File: config.mk
export PLATFORM = sky130hd
export DESIGN_NAME = uart_fifo_tx
export DESIGN_NICKNAME = d
export VERILOG_FILES = /design/src/rtl/uart_pkg.sv /design/src/rtl/uart_symbol_timer.sv /design/src/rtl/uart_fifo_tx.sv
export SDC_FILE = /design/constraint.sdc
export NUM_CORES = 1
export LEC_CHECK = 0
export CAP_MARGIN = 10
export CORE_MARGIN = 2
export CORE_UTILIZATION = 50
export DETAILED_ROUTE_END_ITERATION = 12
export DONT_BUFFER_PORTS = 1
export PLACE_DENSITY = 0.63
export SLEW_MARGIN = 20
export SYNTH_ARGS = -nofsm -noshare
export SYNTH_HDL_FRONTEND = slang
export SYNTH_HIERARCHICAL = 1
export SYNTH_SLANG_ARGS = --single-unit
File: constraint.sdc
create_clock -name clk -period 2.9 [get_ports clk]
set_input_delay 0.145 -clock clk [delete_from_list [all_inputs] [get_ports clk]]
set_output_delay 0.145 -clock clk [all_outputs]
set_load 0.05 [all_outputs]
File: src/rtl/uart_pkg.sv
// uart_pkg: state encoding and timing helpers shared by the UART transmit path
// and any future receive side.
// Optional feature macro: UART_TX_PARITY_EN adds the PARITY state (8E1 frames).
package uart_pkg;

    typedef enum logic [2:0] {
        IDLE,
        FETCH,
        LOAD,
        START,
        DATA,
        STOP
`ifdef UART_TX_PARITY_EN
        , PARITY
`endif
    } uart_state_t;

    // Clock cycles per line symbol, truncated.
    function automatic int symbol_edge_time(input int clock_freq, input int baud);
        return clock_freq / baud;
    endfunction

endpackage

File: src/rtl/uart_symbol_timer.sv
// uart_symbol_timer: free-running 0..SYMBOL_EDGE_TIME-1 cycle counter that
// flags the last cycle of every symbol. A clear restarts the symbol at count 0.
module uart_symbol_timer #(
    parameter int SYMBOL_EDGE_TIME    = 10,
    parameter int CLOCK_COUNTER_WIDTH = $clog2(SYMBOL_EDGE_TIME)
) (
    input  logic clk,
    input  logic rst,
    input  logic clear,
    output logic symbol_done
);

    localparam logic [CLOCK_COUNTER_WIDTH-1:0] LAST_COUNT =
        CLOCK_COUNTER_WIDTH'(SYMBOL_EDGE_TIME - 1);

    logic [CLOCK_COUNTER_WIDTH-1:0] count;

    // Count cycles within a symbol, wrapping at the symbol boundary.
    always_ff @(posedge clk) begin
        if (rst || clear) begin
            count <= '0;
        end else if (count == LAST_COUNT) begin
            count <= '0;
        end else begin
            count <= count + 1'b1;
        end
    end

    assign symbol_done = (count == LAST_COUNT);

endmodule

File: src/rtl/uart_fifo_tx.sv
// uart_fifo_tx: drains a synchronous-read FIFO and shifts each byte out as a
// UART frame, LSB first, idle-high line.
// Optional feature macro: UART_TX_PARITY_EN inserts an even-parity symbol
// between the data bits and the stop bit.
module uart_fifo_tx
    import uart_pkg::*;
#(
    parameter int CLOCK_FREQ          = 125_000_000,
    parameter int BAUD_RATE           = 115_200,
    parameter int WIDTH               = 8,
    parameter int SYMBOL_EDGE_TIME    = symbol_edge_time(CLOCK_FREQ, BAUD_RATE),
    parameter int CLOCK_COUNTER_WIDTH = $clog2(SYMBOL_EDGE_TIME)
) (
    input  logic             clk,
    input  logic             rst,
    input  logic             enable,
    input  logic             fifo_empty,
    input  logic [WIDTH-1:0] fifo_dout,
    output logic             fifo_rd_en,
    output logic             serial_out,
    output logic             busy
);

    localparam int BIT_CNT_W = $clog2(WIDTH + 1);
    localparam logic [BIT_CNT_W-1:0] LAST_BIT = BIT_CNT_W'(WIDTH - 1);

    uart_state_t          state;
    uart_state_t          next_state;
    logic                 serial_next;
    logic                 symbol_done;
    logic [WIDTH-1:0]     shift_reg;
    logic [BIT_CNT_W-1:0] bit_cnt;
`ifdef UART_TX_PARITY_EN
    logic                 parity_bit;
`endif

    uart_symbol_timer #(
        .SYMBOL_EDGE_TIME    (SYMBOL_EDGE_TIME),
        .CLOCK_COUNTER_WIDTH (CLOCK_COUNTER_WIDTH)
    ) u_timer (
        .clk         (clk),
        .rst         (rst),
        .clear       (state == LOAD),
        .symbol_done (symbol_done)
    );

    // State register and registered line output.
    always_ff @(posedge clk) begin
        if (rst) begin
            state      <= IDLE;
            serial_out <= 1'b1;
        end else begin
            state      <= next_state;
            serial_out <= serial_next;
        end
    end

    // Next-state decode; serial_next is the line level for the coming cycle,
    // so the line is always driven straight from a flop.
    always_comb begin
        next_state  = state;
        serial_next = serial_out;
        fifo_rd_en  = 1'b0;
        case (state)
            IDLE: begin
                serial_next = 1'b1;
                if (enable && !fifo_empty) begin
                    next_state = FETCH;
                end
            end
            FETCH: begin
                fifo_rd_en = 1'b1;
                next_state = LOAD;
            end
            LOAD: begin
                next_state  = START;
                serial_next = 1'b0;
            end
            START: begin
                if (symbol_done) begin
                    next_state  = DATA;
                    serial_next = shift_reg[0];
                end
            end
            DATA: begin
                if (symbol_done) begin
                    if (bit_cnt == LAST_BIT) begin
`ifdef UART_TX_PARITY_EN
                        next_state  = PARITY;
                        serial_next = parity_bit;
`else
                        next_state  = STOP;
                        serial_next = 1'b1;
`endif
                    end else begin
                        serial_next = shift_reg[1];
                    end
                end
            end
`ifdef UART_TX_PARITY_EN
            PARITY: begin
                if (symbol_done) begin
                    next_state  = STOP;
                    serial_next = 1'b1;
                end
            end
`endif
            STOP: begin
                serial_next = 1'b1;
                if (symbol_done) begin
                    next_state = IDLE;
                end
            end
            default: begin
                next_state  = IDLE;
                serial_next = 1'b1;
            end
        endcase
    end

    // Bit counter: cleared on capture, advanced at each data symbol boundary.
    always_ff @(posedge clk) begin
        if (rst || state == LOAD) begin
            bit_cnt <= '0;
        end else if (state == DATA && symbol_done) begin
            bit_cnt <= bit_cnt + 1'b1;
        end
    end

    // Shift register capture (absorbs the FIFO read latency) and LSB-first shift.
    always_ff @(posedge clk) begin
        if (state == LOAD) begin
            shift_reg  <= fifo_dout;
`ifdef UART_TX_PARITY_EN
            parity_bit <= ^fifo_dout;
`endif
        end else if (state == DATA && symbol_done) begin
            shift_reg <= shift_reg >> 1;
        end
    end

    assign busy = (state != IDLE);

endmodule

==> impl_metrics.yaml, run 1 <==
status:
  status: "completed"
synthesis:
  ys_ff_latch: 27
  yosys.area.top_type: "dfxtp_1"
  ys_top_cells_by_area: "dfxtp_1, edfxtp_1, mux2_2, nor2_1, nand2b_1"
  synth.net_count: 156
  yosysWarnings: 6
  yosysTopAreaCellShare: 0.270
  synth_edf_count: 8
  syn_inst: 141
  syn_area_um2: 1410
  postSynthAreaPerCell_um2: 10.0
  async_flop_share: 0
  ys.flop_type: "dfxtp_1"
  yosysUniqueCellTypes: 47
  synth_seq_area_share: 0.440
detailed_routing:
  drt-pass1-iter-count: 4
  ant_nets: 0
  drt-vias-per-instance: 5.95
  finalWirelength_mm: 2.45
  via_count: 1023
  routedWlPerCell_um: 14.2
  drt_iter0_markers: 29
  drc_errors: 0
placement:
  port_buffers: 0
  dp_hpwl_mm: 1.79
  dp.cells: 166
  dpl_worst_slack_ns: 0.670
  place.gp.congestion: 0.784
global_routing:
  grt_pass1_vias: 928
  top_usage_layer: "met2"
  grt_pass1_wl_mm: 4.24
  grt_antenna_before_repair: 0
  globalRouteMet3Util: 0.0408
  grt_usage: 0.164
  grtUsageMet1: 0.203
  grt_max_degree: 16
  grt_use_met2: 0.294
  overflow: 0
clock_network:
  cts_tree: "yes"
  cts_buffers: 3
  cts_resized: 0
  path_clk_slew_ns: 0.14
  holdBufCountCts: 1
  insertion_delay_ns: 0.31
  cts_buffer_depth: 2
  clock-root-buffer: "clkbuf_4"
  cts_setup_buffers: 0
  clock_sinks: 27
  cts_max_level: 1
floorplanning:
  start_util: 0.521
  io_pins: 15
  num_rows: 19
  die_area_um2: 3260
  core_area_um2: 2710
  die_x_um: 57.1
  die_h_um: 57.1
sta:
  drv_slew: 0
  tightest_slew_ns: 0.876
  setup_viol: 0
  timing.final.ws_setup_ns: 0.652
  hold_ws_ns: 0.0403
  hold_viol: 0
  timing.fmax_ghz: 0.445
  period_needed_ns: 2.25
  finalSetupTns_ns: 0
  skew_ns: 0.00354
  fin_crit_sh: 0.775
  rsz0062_at_grt: "no"
  relSlewSlack: 0.414
worst_setup_path:
  crit_fanout: 8
  critPathKind: "reg -> reg"
  critPathMaxStageDelay_ns: 0.38
  critical_path.cell_chain: "inv_1, ha_1, nor2b_1, nand2_1, nor2_1, nor4bb_1, buf_4, or2_2"
  cp_slowest_cell: "dfxtp_1"
  crit_family: "simple AND/OR/NAND/NOR gates"
  worst-r2r-setup-slack_ns: 0.65
  required_ns: 2.93
  critPathBufInv: 2
  end_kind: "flop"
  cp-start-kind: "flop"
  arrival_ns: 2.28
layout:
  layout-drive-gt1-share: 0.142
  final_util: 0.537
  diodes: 0
  stdcell_count: 172
  syn_to_final_growth_pct: 3.19
  final_nets: 157
  largest_register_ffs: 11
hold_path:
  hold_path.class: "in -> reg"
power:
  leakage_uw: 0.000495
  p_int_uw: 654
  swShare: 0.359
  p_seq_frac: 0.530
  power_frac_comb: 0.315
  power.density_nw_per_um2: 701
  vdd_drop_max_mv: 0.449
  p_clk_frac: 0.155
  power_switching_uw: 367
run:
  maxCapViolations: 0
Yosys cell counts, types with 2 or more instances:
cell and n:
and3_1 3, nor3_1 3, o21ai_1 5, a21oi_1 7, dfxtp_1 19, ha_1 3
mux2i_1 2, buf_6 2, or3_1 2, nand2_1 4, xnor2_1 3, nor2_1 12
nand3b_1 3, nor3b_1 4, xor2_1 3, nand2b_1 7, o21ai_0 3, edfxtp_1 8
nand4_1 2, inv_1 6, mux2_2 7, or2_2 2, buf_2 2, nand3_1 3
a32o_1 4
worst register-to-register path, stage by stage, from the launching register on:
cell and delay [ns]:
dfxtp_1 0.38, inv_1 0.07, ha_1 0.13, nor2b_1 0.24
nand2_1 0.13, nor2_1 0.27, nor4bb_1 0.32, buf_4 0.20
or2_2 0.23
per-stage QoR:
step	power, µW	instance area [µm²]
after global routing	1090	1460
after global placement	860	1410
after detailed placement	871	1410
after CTS	1030	1450
after floorplan	845	1410
final	1020	1460
logic make-up (layout without fill, tap and decap cells):
logic type,after synthesis,after routing,share of synthesized area
fa+ha+maj,3,3,0.0266
xor+xnor,6,6,0.0372
buf+inv,13,13,0.0496
flops,27,27,0.440
mux,9,9,0.0700
simple gates,54,54,0.233
compound gates,29,29,0.144
routing by layer:
layer,share of wire,vias to the layer above
met5,0,-
met4,0.0070,0
met3,0.038,2
met2,0.51,20
met1,0.44,488
li1,-,513
worst paths after layout:
| path | to | startpoint | cells after the start |
|---|---|---|---|
| worst max-delay path | shift_reg[4] | u_timer/count[0] | 8 |
| worst min-delay path | shift_reg[1] | fifo_dout[1] | 1 |
| worst max register to register | shift_reg[4] | u_timer/count[0] | 8 |
| worst min register to register | u_timer/count[0] | u_timer/count[0] | 1 |
layout by cell type, fill, tap and decap left out, types with 2 or more instances in the layout:
cell	instances
nor3_1	3
xor2_1	3
ha_1	3
xnor2_1	3
nor3b_1	4
or2_2	2
dfxtp_1	19
o21ai_0	3
mux2i_1	2
dlygate4sd3_1	2
or3_1	2
a21oi_1	7
nand3b_1	3
o21ai_1	5
inv_1	6
a32o_1	4
clkbuf_4	3
nand2_1	4
edfxtp_1	8
and3_1	3
mux2_2	7
nor2_1	12
nand4_1	2
nand2b_1	7
nand3_1	3
layout make-up:
| cell class | count | area (µm²) |
|---|---|---|
| Timing Repair Buffer | 3 | 27.5 |
| Tap cell | 31 | 38.8 |
| Sequential cell | 27 | 621 |
| Multi-Input combinational cell | 101 | 721 |
| Clock buffer | 4 | 26.3 |
| Fill cell | 273 | 1250 |
| Inverter | 6 | 22.5 |
power by group through the flow:
stage / Sequential, µW / Combinational [µW] / Clock, µW
finish: 541 / 321 / 159
global route: 552 / 355 / 182
CTS: 542 / 325 / 167
detailed placement: 551 / 321 / 0
global placement: 546 / 314 / 0
floorplan: 511 / 333 / 0
No activity file was read; power rests on OpenSTA's default activity.
==> run 2: changes to the inputs <==
--- a/config.mk
+++ b/config.mk
@@ -5,12 +5,13 @@
 export SDC_FILE = /design/constraint.sdc
 export NUM_CORES = 1
 export LEC_CHECK = 0
+export ABC_AREA = 1
 export CAP_MARGIN = 10
 export CORE_MARGIN = 2
 export CORE_UTILIZATION = 50
 export DETAILED_ROUTE_END_ITERATION = 12
 export DONT_BUFFER_PORTS = 1
-export PLACE_DENSITY = 0.63
+export PLACE_DENSITY = 0.66
 export SLEW_MARGIN = 20
 export SYNTH_ARGS = -nofsm -noshare
 export SYNTH_HDL_FRONTEND = slang
==> constraint.sdc (replaced) <==
create_clock -name clk -period 1.9 [get_ports clk]
set_input_delay 0.095 -clock clk [delete_from_list [all_inputs] [get_ports clk]]
set_output_delay 0.095 -clock clk [all_outputs]
set_load 0.05 [all_outputs]
==> run 2 against run 1 <==
Area after synthesis up 2.7%. Synthesized cell count is 28% higher. Critical path depth increased by 2. Non-clock buffer count grew 8. Die area increased by 2.5%. Largest power group unchanged.
==> impl_metrics.yaml, run 2 <==
synthesis:
  synth_commonest_cells: "nand2_1, dfxtp_1, inv_1, nand3_1, nor2_2"
  ys.flop_type: "dfxtp_1"
  synth_seq_area_share: 0.428
  syn_inst: 180
  synth.net_count: 195
  ys_ff_latch: 27
  postSynthAreaPerCell_um2: 8.05
  synth_edf_count: 8
  yosysTopAreaCellShare: 0.263
  ys_top_cells_by_area: "dfxtp_1, edfxtp_1, nand2_1, nand3_1, nor2_2"
  yosysMostFrequentCell: "nand2_1"
  yosysWarnings: 6
  yosysUniqueCellTypes: 29
  yosys.area.top_type: "dfxtp_1"
  syn_area_um2: 1450
  async_flop_share: 0
global_routing:
  grtUsageMet1: 0.218
  grt_antenna_before_repair: 0
  grt_usage: 0.161
  grt_pass1_vias: 1055
  top_usage_layer: "met2"
  grt_max_degree: 15
  globalRouteMet3Util: 0.0223
  grt_use_met2: 0.266
  grt_pass1_wl_mm: 4.31
  overflow: 0
hold_path:
  hold_end: "state[2]"
  min_from: "enable"
  hold_path.class: "in -> reg"
  holdPathStages: 5
status:
  status: "completed"
worst_setup_path:
  end_kind: "flop"
  critical_path.cell_chain: "inv_1, ha_1, nand2_1, nor2_2, nand3b_4, inv_2, inv_1, nor2_4, inv_2, nand2_2"
  arrival_ns: 1.76
  crit_family: "simple AND/OR/NAND/NOR gates"
  critPathMaxStageDelay_ns: 0.37
  rr_worst_depth: 10
  rr_startpoint: "u_timer/count[0]"
  cp_slowest_cell: "dfxtp_1"
  crit_fanout: 8
  critPathBufInv: 4
  cp-start-kind: "flop"
  critPathKind: "reg -> reg"
  required_ns: 1.92
  rr_endpoint: "shift_reg[4]"
  worst-r2r-setup-slack_ns: 0.16
sta:
  finalSetupTns_ns: 0
  hold_ws_ns: 0.135
  relSlewSlack: 0.664
  tightest_slew_ns: 0.503
  hold_viol: 0
  drv_slew: 0
  timing.fmax_ghz: 0.575
  setup_viol: 0
  period_needed_ns: 1.74
  rsz0062_at_grt: "no"
  fin_crit_sh: 0.916
  skew_ns: 0.0127
clock_network:
  cts_buffer_depth: 2
  cts_tree: "yes"
  cts_setup_buffers: 0
  path_clk_slew_ns: 0.15
  insertion_delay_ns: 0.32
  cts_buffers: 3
  clock-root-buffer: "clkbuf_4"
  clock_sinks: 27
  cts_max_level: 1
layout:
  largest_register_ffs: 11
  stdcell_count: 224
  syn_to_final_growth_pct: 10.8
  layout-drive-gt1-share: 0.192
  diodes: 0
  final_nets: 209
  layout_common_cells: "nand2_1, dfxtp_1, inv_1"
  final_area_um2: 1610
  final_common_cell: "nand2_1"
floorplanning:
  die_x_um: 57.8
  start_util: 0.525
  die_area_um2: 3340
  core_area_um2: 2760
  num_rows: 19
  io_pins: 15
  die_h_um: 57.8
detailed_routing:
  drt-pass1-iter-count: 4
  drt-vias-per-instance: 5.03
  drt_iter0_markers: 53
  routedWlPerCell_um: 11.2
  finalWirelength_mm: 2.50
  ant_nets: 0
  via_count: 1127
  drc_errors: 0
run:
  maxCapViolations: 0
placement:
  place.gp.congestion: 0.869
  port_buffers: 0
  dp_hpwl_mm: 1.89
  dp.cells: 211
  place_area_um2: 1490
power:
  vdd_drop_max_mv: 0.972
  leakage_uw: 0.000722
  power.density_nw_per_um2: 1060
## run 2: per-stage QoR
stage	setup slack [ns]	total power (µW)	utilization
after global placement	0.120	1430	0.539
final	0.160	1700	0.582
after global routing	0.0253	1840	0.582
after CTS	0.00991	1720	0.581
after detailed placement	0.0323	1460	0.539
after floorplan	0.185	1360	-
## run 2: worst register-to-register path, delay by kind of cell (launching register included)
kind	cells	cell delay (ns)
fa+ha+maj	1	0.14
buf+inv	4	0.29
flops	1	0.37
simple gates	5	0.66
## run 2: cell type report
class / count / area [µm²]
Inverter: 23 / 86.3
Multi-Input combinational cell: 128 / 728
Timing Repair Buffer: 11 / 105
Sequential cell: 27 / 621
Clock buffer: 4 / 26.3
Tap cell: 31 / 38.8
Fill cell: 259 / 1150
## run 2: per-layer routing
metal,vias to the layer above,wire length (µm)
met5,-,0
met4,0,12
met3,2,54
met1,516,1170
li1,595,-
met2,14,1260
## run 2: where the power goes
part           internal, µW  total (µW)  switching, µW  leakage (µW)
sequential              718         817           98.9      0.000228
combinational           199         640            441      0.000479
clock                  82.0         247            165     0.0000150
## run 2: worst max-delay path by stage
stage / endpoint / cells past startpoint / start / slack [ns]
after floorplan: shift_reg[0] / 10 / u_timer/count[0] / 0.19
after global placement: shift_reg[5] / 10 / u_timer/count[0] / 0.12
after detailed placement: shift_reg[6] / 10 / u_timer/count[0] / 0.03
after CTS: shift_reg[4] / 10 / u_timer/count[0] / 0.01
after global routing: shift_reg[3] / 10 / u_timer/count[0] / 0.03
final: shift_reg[4] / 10 / u_timer/count[0] / 0.16
## run 2: cell families (layout without fill, tap and decap cells)
family	after synthesis	in the layout	synth area share
compound gates	15	15	0.0622
flops	27	27	0.428
fa+ha+maj	3	3	0.0259
simple gates	103	103	0.370
buf+inv	25	38	0.0708
xor+xnor	7	7	0.0423
## run 2: what timing repair did
item                       4_1_cts  5_1_grt
hold endpoints to repair        13        0
setup endpoints to repair        0        8
hold buffers                     9        0
resized for setup                0        1
